--- config.mk ---
export PLATFORM = sky130hd
export DESIGN_NAME = alu_div_seq_flat
export DESIGN_NICKNAME = d
export VERILOG_FILES = /design/src/rtl/div_pkg.sv /design/src/rtl/alu_div_seq_if.sv /design/src/rtl/ALU.sv /design/src/rtl/alu_div_seq.sv /design/src/flat_wrapper.sv
export SDC_FILE = /design/constraint.sdc
export NUM_CORES = 1
export LEC_CHECK = 0
export BUFFER_PORTS_ARGS = -buffer_cell sky130_fd_sc_hd__clkbuf_2
export CAP_MARGIN = 0
export CORE_MARGIN = 4
export CORE_UTILIZATION = 24
export DETAILED_ROUTE_END_ITERATION = 8
export GPL_TIMING_DRIVEN = 0
export PLACE_DENSITY = 0.44
export SKIP_LAST_GASP = 1
export SYNTH_ARGS = -nofsm -noshare
export SYNTH_HDL_FRONTEND = slang
export SYNTH_SLANG_ARGS = --single-unit
export TNS_END_PERCENT = 100
--- constraint.sdc ---
create_clock -name clk -period 8.3 [get_ports clk]
set_input_delay 1.66 -clock clk [delete_from_list [all_inputs] [get_ports clk]]
set_output_delay 1.66 -clock clk [all_outputs]
set_load 0.005 [all_outputs]
--- src/rtl/div_pkg.sv ---
// Shared types and constants for the sequential divider and the core ALU.
package div_pkg;

  localparam int unsigned XLEN  = 32;
  localparam int unsigned CNT_W = $clog2(XLEN);

  localparam logic [XLEN-1:0]  INT_MIN  = {1'b1, {(XLEN-1){1'b0}}};
  localparam logic [CNT_W-1:0] CNT_LAST = CNT_W'(XLEN - 1);

  typedef enum logic [2:0] {
    S_IDLE,
    S_NEG_A,
    S_NEG_B,
    S_LOOP,
    S_FIX,
    S_DONE
  } state_e;

  typedef enum logic [1:0] {
    OP_DIV  = 2'b00,
    OP_DIVU = 2'b01,
    OP_REM  = 2'b10,
    OP_REMU = 2'b11
  } op_e;

  localparam logic [2:0] ALU_ADD = 3'b000;
  localparam logic [2:0] ALU_SUB = 3'b001;
  localparam logic [2:0] ALU_AND = 3'b010;
  localparam logic [2:0] ALU_OR  = 3'b011;
  localparam logic [2:0] ALU_SLT = 3'b101;

  function automatic logic op_is_signed(input op_e op);
    return ~op[0];
  endfunction

  function automatic logic op_is_rem(input op_e op);
    return op[1];
  endfunction

endpackage

--- src/rtl/alu_div_seq_if.sv ---
// Request/response bundle between the execute stage and the divide sequencer.
interface alu_div_seq_if;
  import div_pkg::*;

  logic            start_i;
  op_e             op_i;
  logic [XLEN-1:0] a_i;
  logic [XLEN-1:0] b_i;
  logic            flush_i;
  logic            busy_o;
  logic            done_o;
  logic [XLEN-1:0] result_o;

  modport master (
    output start_i, op_i, a_i, b_i, flush_i,
    input  busy_o, done_o, result_o
  );

  modport slave (
    input  start_i, op_i, a_i, b_i, flush_i,
    output busy_o, done_o, result_o
  );

endinterface

--- src/rtl/ALU.sv ---
// Core ALU shared with the execute stage: add/sub/and/or/slt with NZCV flags.
module ALU
  import div_pkg::*;
(
  input  logic [XLEN-1:0] a,
  input  logic [XLEN-1:0] b,
  input  logic [2:0]      alu_control,
  output logic [XLEN-1:0] result,
  output logic            zero,
  output logic            negative,
  output logic            carry,
  output logic            overflow
);

  logic [XLEN-1:0] b_eff;
  logic [XLEN:0]   sum;

  // Subtraction is a + ~b + 1, so carry=1 means no borrow (a >= b unsigned).
  always_comb begin
    b_eff    = alu_control[0] ? ~b : b;
    sum      = {1'b0, a} + {1'b0, b_eff} + {{XLEN{1'b0}}, alu_control[0]};
    overflow = ~(a[XLEN-1] ^ b[XLEN-1] ^ alu_control[0]) & (a[XLEN-1] ^ sum[XLEN-1])
               & ~alu_control[1];
    carry    = sum[XLEN] & ~alu_control[1];
    case (alu_control)
      ALU_ADD, ALU_SUB: result = sum[XLEN-1:0];
      ALU_AND:          result = a & b;
      ALU_OR:           result = a | b;
      ALU_SLT:          result = {{(XLEN-1){1'b0}}, sum[XLEN-1] ^ overflow};
      default:          result = '0;
    endcase
    zero     = (result == '0);
    negative = result[XLEN-1];
  end

endmodule

--- src/rtl/alu_div_seq.sv ---
// RV32M DIV/DIVU/REM/REMU sequencer: restoring shift-subtract division
// driven through the shared ALU, one quotient bit per cycle.
module alu_div_seq
  import div_pkg::*;
(
  input logic          clk,
  input logic          rst,
  alu_div_seq_if.slave bus
);

  state_e           state, state_nxt;
  op_e              op_q, op_nxt;
  logic [XLEN-1:0]  q, r, d;
  logic [XLEN-1:0]  q_nxt, r_nxt, d_nxt;
  logic [CNT_W-1:0] cnt, cnt_nxt;
  logic             a_neg, b_neg, a_neg_nxt, b_neg_nxt;

  logic [XLEN-1:0]  alu_a, alu_b, alu_result;
  logic [2:0]       alu_ctrl;
  logic             alu_z, alu_n, alu_c, alu_v;
  logic             unused_flags;

  logic             accept, div_zero, sgn_ovf;
  logic             busy_nxt, done_nxt;
  logic [XLEN-1:0]  result_nxt;
  logic [XLEN-1:0]  r_shift;
  logic             r_msb;

  assign accept   = bus.start_i & ~bus.flush_i;
  assign div_zero = (bus.b_i == '0);
  assign sgn_ovf  = op_is_signed(bus.op_i) && (bus.a_i == INT_MIN) && (bus.b_i == '1);
  assign r_msb    = r[XLEN-1];
  assign r_shift  = {r[XLEN-2:0], q[XLEN-1]};

  ALU u_alu (
    .a           (alu_a),
    .b           (alu_b),
    .alu_control (alu_ctrl),
    .result      (alu_result),
    .zero        (alu_z),
    .negative    (alu_n),
    .carry       (alu_c),
    .overflow    (alu_v)
  );

  assign unused_flags = alu_z ^ alu_n ^ alu_v;

  always_ff @(posedge clk) begin
    if (rst) state <= S_IDLE;
    else     state <= state_nxt;
  end

  // Next state; a flush in any state returns to IDLE.
  always_comb begin
    state_nxt = state;
    case (state)
      S_IDLE: begin
        if (bus.start_i) begin
          if (div_zero || sgn_ovf)         state_nxt = S_DONE;
          else if (op_is_signed(bus.op_i)) state_nxt = S_NEG_A;
          else                             state_nxt = S_LOOP;
        end
      end
      S_NEG_A: state_nxt = S_NEG_B;
      S_NEG_B: state_nxt = S_LOOP;
      S_LOOP: begin
        if (cnt == CNT_LAST) state_nxt = op_is_signed(op_q) ? S_FIX : S_DONE;
      end
      S_FIX:   state_nxt = S_DONE;
      S_DONE:  state_nxt = S_IDLE;
      default: state_nxt = S_IDLE;
    endcase
    if (bus.flush_i) state_nxt = S_IDLE;
  end

  // ALU operand select and datapath next values.
  always_comb begin
    alu_a     = '0;
    alu_b     = '0;
    alu_ctrl  = ALU_ADD;
    op_nxt    = op_q;
    q_nxt     = q;
    r_nxt     = r;
    d_nxt     = d;
    cnt_nxt   = cnt;
    a_neg_nxt = a_neg;
    b_neg_nxt = b_neg;
    case (state)
      S_IDLE: begin
        if (accept) begin
          op_nxt    = bus.op_i;
          a_neg_nxt = bus.a_i[XLEN-1];
          b_neg_nxt = bus.b_i[XLEN-1];
          q_nxt     = bus.a_i;
          r_nxt     = '0;
          d_nxt     = bus.b_i;
          cnt_nxt   = '0;
          // Overflow already leaves Q=INT_MIN and R=0; only /0 needs overriding.
          if (div_zero) begin
            q_nxt = '1;
            r_nxt = bus.a_i;
          end
        end
      end
      S_NEG_A: begin
        alu_b    = q;
        alu_ctrl = ALU_SUB;
        if (a_neg) q_nxt = alu_result;
      end
      S_NEG_B: begin
        alu_b    = d;
        alu_ctrl = ALU_SUB;
        if (b_neg) d_nxt = alu_result;
      end
      S_LOOP: begin
        alu_a    = r_shift;
        alu_b    = d;
        alu_ctrl = ALU_SUB;
        cnt_nxt  = CNT_W'(cnt + 1'b1);
        if (r_msb | alu_c) begin
          r_nxt = alu_result;
          q_nxt = {q[XLEN-2:0], 1'b1};
        end else begin
          r_nxt = r_shift;
          q_nxt = {q[XLEN-2:0], 1'b0};
        end
      end
      S_FIX: begin
        alu_ctrl = ALU_SUB;
        if (op_is_rem(op_q)) begin
          alu_b = r;
          if (a_neg) r_nxt = alu_result;
        end else begin
          alu_b = q;
          if (a_neg ^ b_neg) q_nxt = alu_result;
        end
      end
      default: ;
    endcase
  end

  // Outputs are registered off the next state so result_o is valid with done_o.
  always_comb begin
    busy_nxt   = (state_nxt != S_IDLE);
    done_nxt   = (state_nxt == S_DONE);
    result_nxt = bus.result_o;
    if (done_nxt) result_nxt = op_is_rem(op_nxt) ? r_nxt : q_nxt;
  end

  always_ff @(posedge clk) begin
    if (rst) begin
      op_q         <= OP_DIV;
      q            <= '0;
      r            <= '0;
      d            <= '0;
      cnt          <= '0;
      a_neg        <= 1'b0;
      b_neg        <= 1'b0;
      bus.busy_o   <= 1'b0;
      bus.done_o   <= 1'b0;
      bus.result_o <= '0;
    end else begin
      op_q         <= op_nxt;
      q            <= q_nxt;
      r            <= r_nxt;
      d            <= d_nxt;
      cnt          <= cnt_nxt;
      a_neg        <= a_neg_nxt;
      b_neg        <= b_neg_nxt;
      bus.busy_o   <= busy_nxt;
      bus.done_o   <= done_nxt;
      bus.result_o <= result_nxt;
    end
  end

endmodule
--- src/flat_wrapper.sv ---
// flat-port wrapper written by rule: the top's interface ports become plain ports
module alu_div_seq_flat import div_pkg::*;
  (clk, rst, bus_start_i, bus_op_i, bus_a_i, bus_b_i, bus_flush_i, bus_busy_o, bus_done_o, bus_result_o);
  alu_div_seq_if bus_i ();
  input logic clk;
  input logic rst;
  input wire logic [$bits(bus_i.start_i)-1:0] bus_start_i;
  input wire logic [$bits(bus_i.op_i)-1:0] bus_op_i;
  input wire logic [$bits(bus_i.a_i)-1:0] bus_a_i;
  input wire logic [$bits(bus_i.b_i)-1:0] bus_b_i;
  input wire logic [$bits(bus_i.flush_i)-1:0] bus_flush_i;
  output wire logic [$bits(bus_i.busy_o)-1:0] bus_busy_o;
  output wire logic [$bits(bus_i.done_o)-1:0] bus_done_o;
  output wire logic [$bits(bus_i.result_o)-1:0] bus_result_o;
  assign bus_i.start_i = bus_start_i;
  assign bus_i.op_i = bus_op_i;
  assign bus_i.a_i = bus_a_i;
  assign bus_i.b_i = bus_b_i;
  assign bus_i.flush_i = bus_flush_i;
  assign bus_busy_o = bus_i.busy_o;
  assign bus_done_o = bus_i.done_o;
  assign bus_result_o = bus_i.result_o;
  alu_div_seq u_core (.clk(clk), .rst(rst), .bus(bus_i));
endmodule
Word level (Yosys, flattened, before mapping)
Index checks and enable logic that the tools add are counted.
W data, S select, Z words.
{"block": "op_classes", "n_eq_ne": 14, "add_sub_neg": 3, "muxes": 34, "bitwise_logic": 17, "reduce_logical": 15}
{"cell": "$mux W32", "n": 16}
{"cell": "$pmux W32 S4", "n": 2}
{"cell": "$pmux W32 S3", "n": 2}
{"cell": "$eq A32 B32 Y1 const B", "n": 2}
{"cell": "$pmux W32 S2", "n": 1}
{"cell": "$add A32 B32 Y33", "n": 1}
{"cell": "$add A33 B1 Y33", "n": 1}
{"cell": "$and A32 B32 Y32", "n": 1}
{"cell": "$logic_not A32 Y1", "n": 1}
{"cell": "$not A32 Y32", "n": 1}
{"cell": "$or A32 B32 Y32", "n": 1}
{"cell": "$pmux W3 S5", "n": 1}
{"cell": "$eq A3 B2 Y1 const B", "n": 4}
{"cell": "$mux W3", "n": 4}
{"cell": "$pmux W5 S2", "n": 1}
{"cell": "$eq A3 B3 Y1 const B", "n": 3}
{"cell": "$eq A3 B1 Y1 const B", "n": 2}
{"cell": "$logic_not A3 Y1", "n": 2}
{"cell": "$mux W2", "n": 3}
{"cell": "$add A5 B1 Y5 const B", "n": 1}
{"cell": "$eq A5 B5 Y1 const B", "n": 1}
{"cell": "$mux W5", "n": 1}
{"cell": "$xor A1 B1 Y1", "n": 5}
{"cell": "$and A1 B1 Y1", "n": 4}
{"cell": "other kinds (13)", "n": 22}
{"block": "totals", "output_inout_bits": 34, "ff_bits": 142, "elab_cells": 95}

Longest topological paths before layout
{"block": "logic_depth", "ltp_word": 16, "depth_mapped": 22, "ltp_nobuf": 16}

Modules after synthesis
Synthesis repeated with hierarchy kept, for this count alone.
{"block": "hier_totals", "cells_unflattened": 1666, "hier_area_um2": 12512.0}
{"mod": "alu_div_seq", "cells_each": 1225, "seq_area_each_um2": 2842.7, "area_per_inst_um2": 9337.7, "instances": 1}
{"mod": "ALU", "cells_each": 441, "seq_area_each_um2": 0.0, "area_per_inst_um2": 3174.3, "instances": 1}

Least setup slack after synthesis
No wires, ideal clock.
{"block": "synth_path", "path_kind": "reg-to-reg", "from": "register u_core.state[2]", "to": "register u_core.bus.result_o[21]", "t_arrival_ps": 4258, "path_buffers": 4, "stages_incl_launch_ff": 20, "path_slack_ps": 3911, "path_cell_list": "dfxtp_1 > buf_4 > or3b_1 > buf_6 > clkbuf_1 > nor2_1 > clkbuf_1 > a221o_1 > a21oi_1 > ha_1 > a21oi_1 > o21ai_0 > or3b_2 > o21ai_1 > nand4_1 > a31oi_1 > nor2_1 > a211oi_1 > a221o_1 > o21ai_0"}
{"block": "synth_via", "elab_chain_len": 12, "word_cells_on_any_way": 40}
{"element": "start: declaration", "line_no": "alu_div_seq.sv:11", "source": "state_e state, state_nxt;"}
{"element": "start signal: assignment", "line_no": "alu_div_seq.sv:50", "source": "else state <= state_nxt;"}
{"element": "$eq A3 B2 Y1", "line_no": "alu_div_seq.sv:56, alu_div_seq.sv:88"}
{"element": "$reduce_or A2 Y1 (no line)"}
{"element": "$pmux W32 S3", "line_no": "alu_div_seq.sv:88", "source": "case (state)"}
{"element": "$not A32 Y32", "line_no": "ALU.sv:20", "source": "b_eff = alu_control[0] ? ~b : b;"}
{"element": "$mux W32", "line_no": "ALU.sv:20"}
{"element": "$add A32 B32 Y33", "line_no": "ALU.sv:21", "source": "sum = {1'b0, a} + {1'b0, b_eff} + {{XLEN{1'b0}}, alu_control[0]};"}
{"element": "$add A33 B1 Y33", "line_no": "ALU.sv:21"}
{"element": "$pmux W32 S4 / $and A1 B1 Y1 (equally long branches)", "line_no": "ALU.sv:25, ALU.sv:24"}
{"element": "$mux W32 (tied with other cells)", "line_no": "alu_div_seq.sv:135", "source": "if (a_neg ^ b_neg) q_nxt = alu_result;"}
{"element": "$mux W32 (on tied branches)", "line_no": "alu_div_seq.sv:130, alu_div_seq.sv:120"}
{"element": "$pmux W32 S4 / $pmux W32 S3 (equally long branches)", "line_no": "alu_div_seq.sv:88"}
{"element": "$mux W32", "line_no": "alu_div_seq.sv:147", "source": "if (done_nxt) result_nxt = op_is_rem(op_nxt) ? r_nxt : q_nxt;"}
{"element": "end signal: assignment", "line_no": "alu_div_seq.sv:172", "source": "bus.result_o <= result_nxt;"}
{"element": "end: declaration", "line_no": "alu_div_seq_if.sv:21", "source": "output busy_o, done_o, result_o"}
Several ways; a longest one is shown, not always the timed one.
A chain may end at the register's enable or synchronous reset.

Final worst setup path
{"block": "layout_path", "from": "register u_core.state[2]", "to": "register u_core.bus.result_o[12]"}
Same word-level chain as after synthesis.

==> results.yml <==
floorplanning:
  core_sq_mm: 0.0411
  dieArea_sq_mm: 0.0452
  num_io_pins: 104
  initial_utilization_pct: 24.4
  dieHeight_um: 213
  die_w_um: 213
  rows: 74
yosys:
  synth.net_count: 1464
  yosys_warnings: 0
  ys.flop_type: "dfxtp_1"
  synthCells: 1360
  synth_top_family_by_area: "compound AO/OA/AOI/OAI gates"
  yosys-top-cells-area: "dfxtp_1, a21oi_1, nor2_1, nand2_1, o21ai_0"
  post_synth_num_cell_types: 79
  yosys.area.top_type_share_pct: 28.3
  synth_seq_cells: 142
  synth_fa_ha_area_share_pct: 4.31
  synth_compound_area_share_pct: 35.1
  synth_mux_area_share_pct: 1.22
  synth-xor-area-share_pct: 2.52
  synth_edf_count: 0
  synth.avg_cell_area_sq_um: 7.39
  synthSimpleGateAreaFrac_pct: 23.7
  synth_top_cell_by_area: "dfxtp_1"
  synthArstFlopShare_pct: 0
  netlist_area_sq_mm: 0.0100
  ys_seq_area_share_pct: 28.3
grt:
  grt.total_usage_pct: 26.4
  antenna_found_initial: 0
  grt_max_degree: 17
  grt_pass1_wl_um: 85200
  grt_pass1_vias: 11392
  grt_overflow: 0
cells_and_area:
  nNetsFinal: 1588
  area_delta_synth_final_pct: 17.9
  finalNonFillerCells: 2029
  finish.utilization_pct: 28.8
  antenna_cells: 0
  fillers: 4660
  drive_above_1_share_pct: 11.0
clock_network:
  cts_root_buf: "clkbuf_16"
  ctsHoldBuffers: 0
  clk_latency_ns: 0.45
  cts_tree: "yes"
  cts_post_setup_buffers_inserted: 0
  clock-sinks: 142
  clockBufferDepth: 2
  cts_resized: 0
  clk_pin_slew_worst_paths_ns: 0.07
  cts_buffers: 17
  htree_levels: 4
route:
  vias: 11841
  routedWlPerCell_um: 30.0
  ant_nets: 0
  initialDrtViolationCount: 1503
  first_pass_iters: 9
  drcViolationCount: 0
  via_per_inst: 5.84
  wirelength_um: 60900
sta:
  period_share_pct: 85.5
  slew_viol_final: 0
  hold_viol: 0
  period_needed_ns: 7.10
  slew_headroom_pct: 15.8
  finalSetupViolCount: 0
  fmax_mhz: 141
  max_slew.worst_pin.slew_ns: 1.26
  rsz0062_at_grt: "false"
  final.setup_skew_ns: 0.00942
  fin_setup_tns_ns: 0
min_path:
  hold_path_class: "flip-flop to flip-flop"
critical_path:
  critPathCaptureType: "flip-flop"
  startpoint_type: "flip-flop"
  arrival_ns: 7.47
  critical_path_class: "flip-flop to flip-flop"
  crit_required_ns: 8.67
  path_max_fanout: 10
place:
  place.port_buffers: 103
  placed_cells: 1997
  hpwl_um: 48200
  place_congestion: 1.03
pwr:
  seqPwrFrac_pct: 37.9
  p_per_area_mw_per_mm2: 167
  intPower_w: 0.00129
  leakagePower_nw: 4.37
  max-vdd-ir-drop_v: 0.000151
  sw_frac_of_total_pct: 35.0
  p_clk_share_pct: 41.9
  combinationalPowerShare_pct: 20.2
  power.switching_w: 0.000692
status:
  outcome: "completed"
run:
  drv_cap: 0
## sequential cells by signal, indices dropped and copies added (netlist names)
name and flops:
u_core.a_neg 1, u_core.b_neg 1, u_core.bus.busy_o 1, u_core.bus.done_o 1
u_core.bus.result_o 32, u_core.cnt 5, u_core.d 32, u_core.op_q 2
u_core.q 32, u_core.r 32, u_core.state 3
## cells in the mapped netlist (all sizes together) (17+ instances only)
library cell / count
nor2: 171
nand2: 158
dfxtp: 142
a21oi: 133
o21ai: 107
clkbuf: 89
a221o: 44
o211ai: 36
ha: 33
and2: 30
nor3: 29
a221oi: 22
nor2b: 21
a211oi: 19
nand4: 19
nor4: 19
inv: 18
a22oi: 17
buf: 17
## final timing paths
kind	start	end	slack [ns]	cells past startpoint
hold reg to reg	u_core.bus.result_o[24]	u_core.bus.result_o[24]	0.46	2
setup / recovery	u_core.state[2]	u_core.bus.result_o[12]	1.20	19
setup reg to reg	u_core.state[2]	u_core.bus.result_o[12]	1.20	19
hold / removal	u_core.bus.result_o[24]	u_core.bus.result_o[24]	0.46	2
## cell usage in the layout, fill, tap and decap left out, types with 6 or more instances in the layout
cell / Yosys / routed
nor2_1: 171 / 171
nand2_1: 158 / 158
dfxtp_1: 142 / 142
a21oi_1: 132 / 132
clkbuf_2: 0 / 103
o21ai_0: 102 / 102
clkbuf_1: 89 / 89
a221o_1: 44 / 44
o211ai_1: 35 / 35
ha_1: 33 / 33
and2_1: 30 / 30
nor3_1: 28 / 28
nor2b_1: 21 / 21
a221oi_1: 21 / 21
nand4_1: 19 / 19
inv_1: 18 / 18
nor4_1: 18 / 18
a211oi_1: 18 / 18
a22oi_1: 17 / 17
clkbuf_16: 0 / 17
xnor2_1: 16 / 16
nand3_1: 15 / 15
a21o_1: 14 / 14
a311oi_1: 14 / 14
o221ai_1: 12 / 12
o21a_1: 11 / 11
nand2b_1: 11 / 11
a31oi_1: 11 / 11
xor2_1: 11 / 11
mux2i_1: 10 / 10
a22o_1: 9 / 9
buf_2: 7 / 8
buf_1: 8 / 8
nand3b_1: 8 / 8
or3_1: 8 / 8
o21bai_1: 8 / 8
o22ai_1: 7 / 7
o2111ai_1: 6 / 6
a222oi_1: 6 / 6
## stage by stage
stage	total power, W	hold slack (ns)	instance area (sq um)	worst slack [ns]
floorplan	0.000959	0.432	10000	3.91
global placement	0.00115	0.439	11200	1.41
detailed placement	0.00115	0.446	11200	1.47
CTS	0.00197	0.457	11800	1.42
global route	0.00204	0.468	11800	0.977
finish	0.00198	0.456	11800	1.20
## critical path, cell delays in order (launching register included)
cell,delay [ns]
dfxtp_1,0.31
buf_4,0.15
or3b_1,0.37
buf_6,0.15
clkbuf_1,0.35
o21ai_0,0.65
clkbuf_1,0.46
a21oi_1,0.16
ha_1,0.30
clkbuf_1,0.32
nand2_1,0.17
nor2_1,0.21
nor2_1,0.09
o31ai_2,0.66
clkinv_1,0.58
o31ai_2,1.13
a221oi_1,0.39
a21oi_1,0.22
o21ai_0,0.15
a21oi_1,0.19
## power groups by stage
| stage | registers (W) | clock network (W) | logic [W] |
|---|---|---|---|
| 2_1_floorplan | 0.000742 | 0 | 0.000218 |
| 3_5_place_dp | 0.000763 | 0 | 0.000384 |
| 3_3_place_gp | 0.000763 | 0 | 0.000386 |
| 5_1_grt | 0.000752 | 0.000862 | 0.000422 |
| 6_report | 0.000752 | 0.000829 | 0.000400 |
| 4_1_cts | 0.000747 | 0.000835 | 0.000386 |
## area by class of cell
class                      instances  area [sq um]  share of cell area [%]
clock inverter                    13           153                    1.29
tap                              532           666                    5.62
inverter                          19          71.3                   0.602
clock buffer                      19           453                    3.82
timing repair buffer             105           528                    4.46
sequential                       142          2840                    24.0
multi-input combinational       1093          6720                    56.7
buffer                           106           418                    3.53
## cells by family (layout without fill, tap and decap cells)
logic type               count (synthesis)  in the layout
buffers and inverters                  125            262
AO/OA/AOI/OAI                          509            509
multiplexers                            12             12
adder cells (fa/ha/maj)                 34             34
XOR/XNOR                                28             28
AND/OR/NAND/NOR                        510            510
flip-flops                             142            142
## layer usage
metal  track usage (%)  vias to the layer above  wire length [um]
met2              38.6                      654             25400
met4              11.4                        0              2590
li1                  -                     5352                 -
met5                 0                        -                 0
met1              37.7                     5713             27700
met3              5.31                      122              5180
Note: power is estimated with default switching activity, not from simulation.
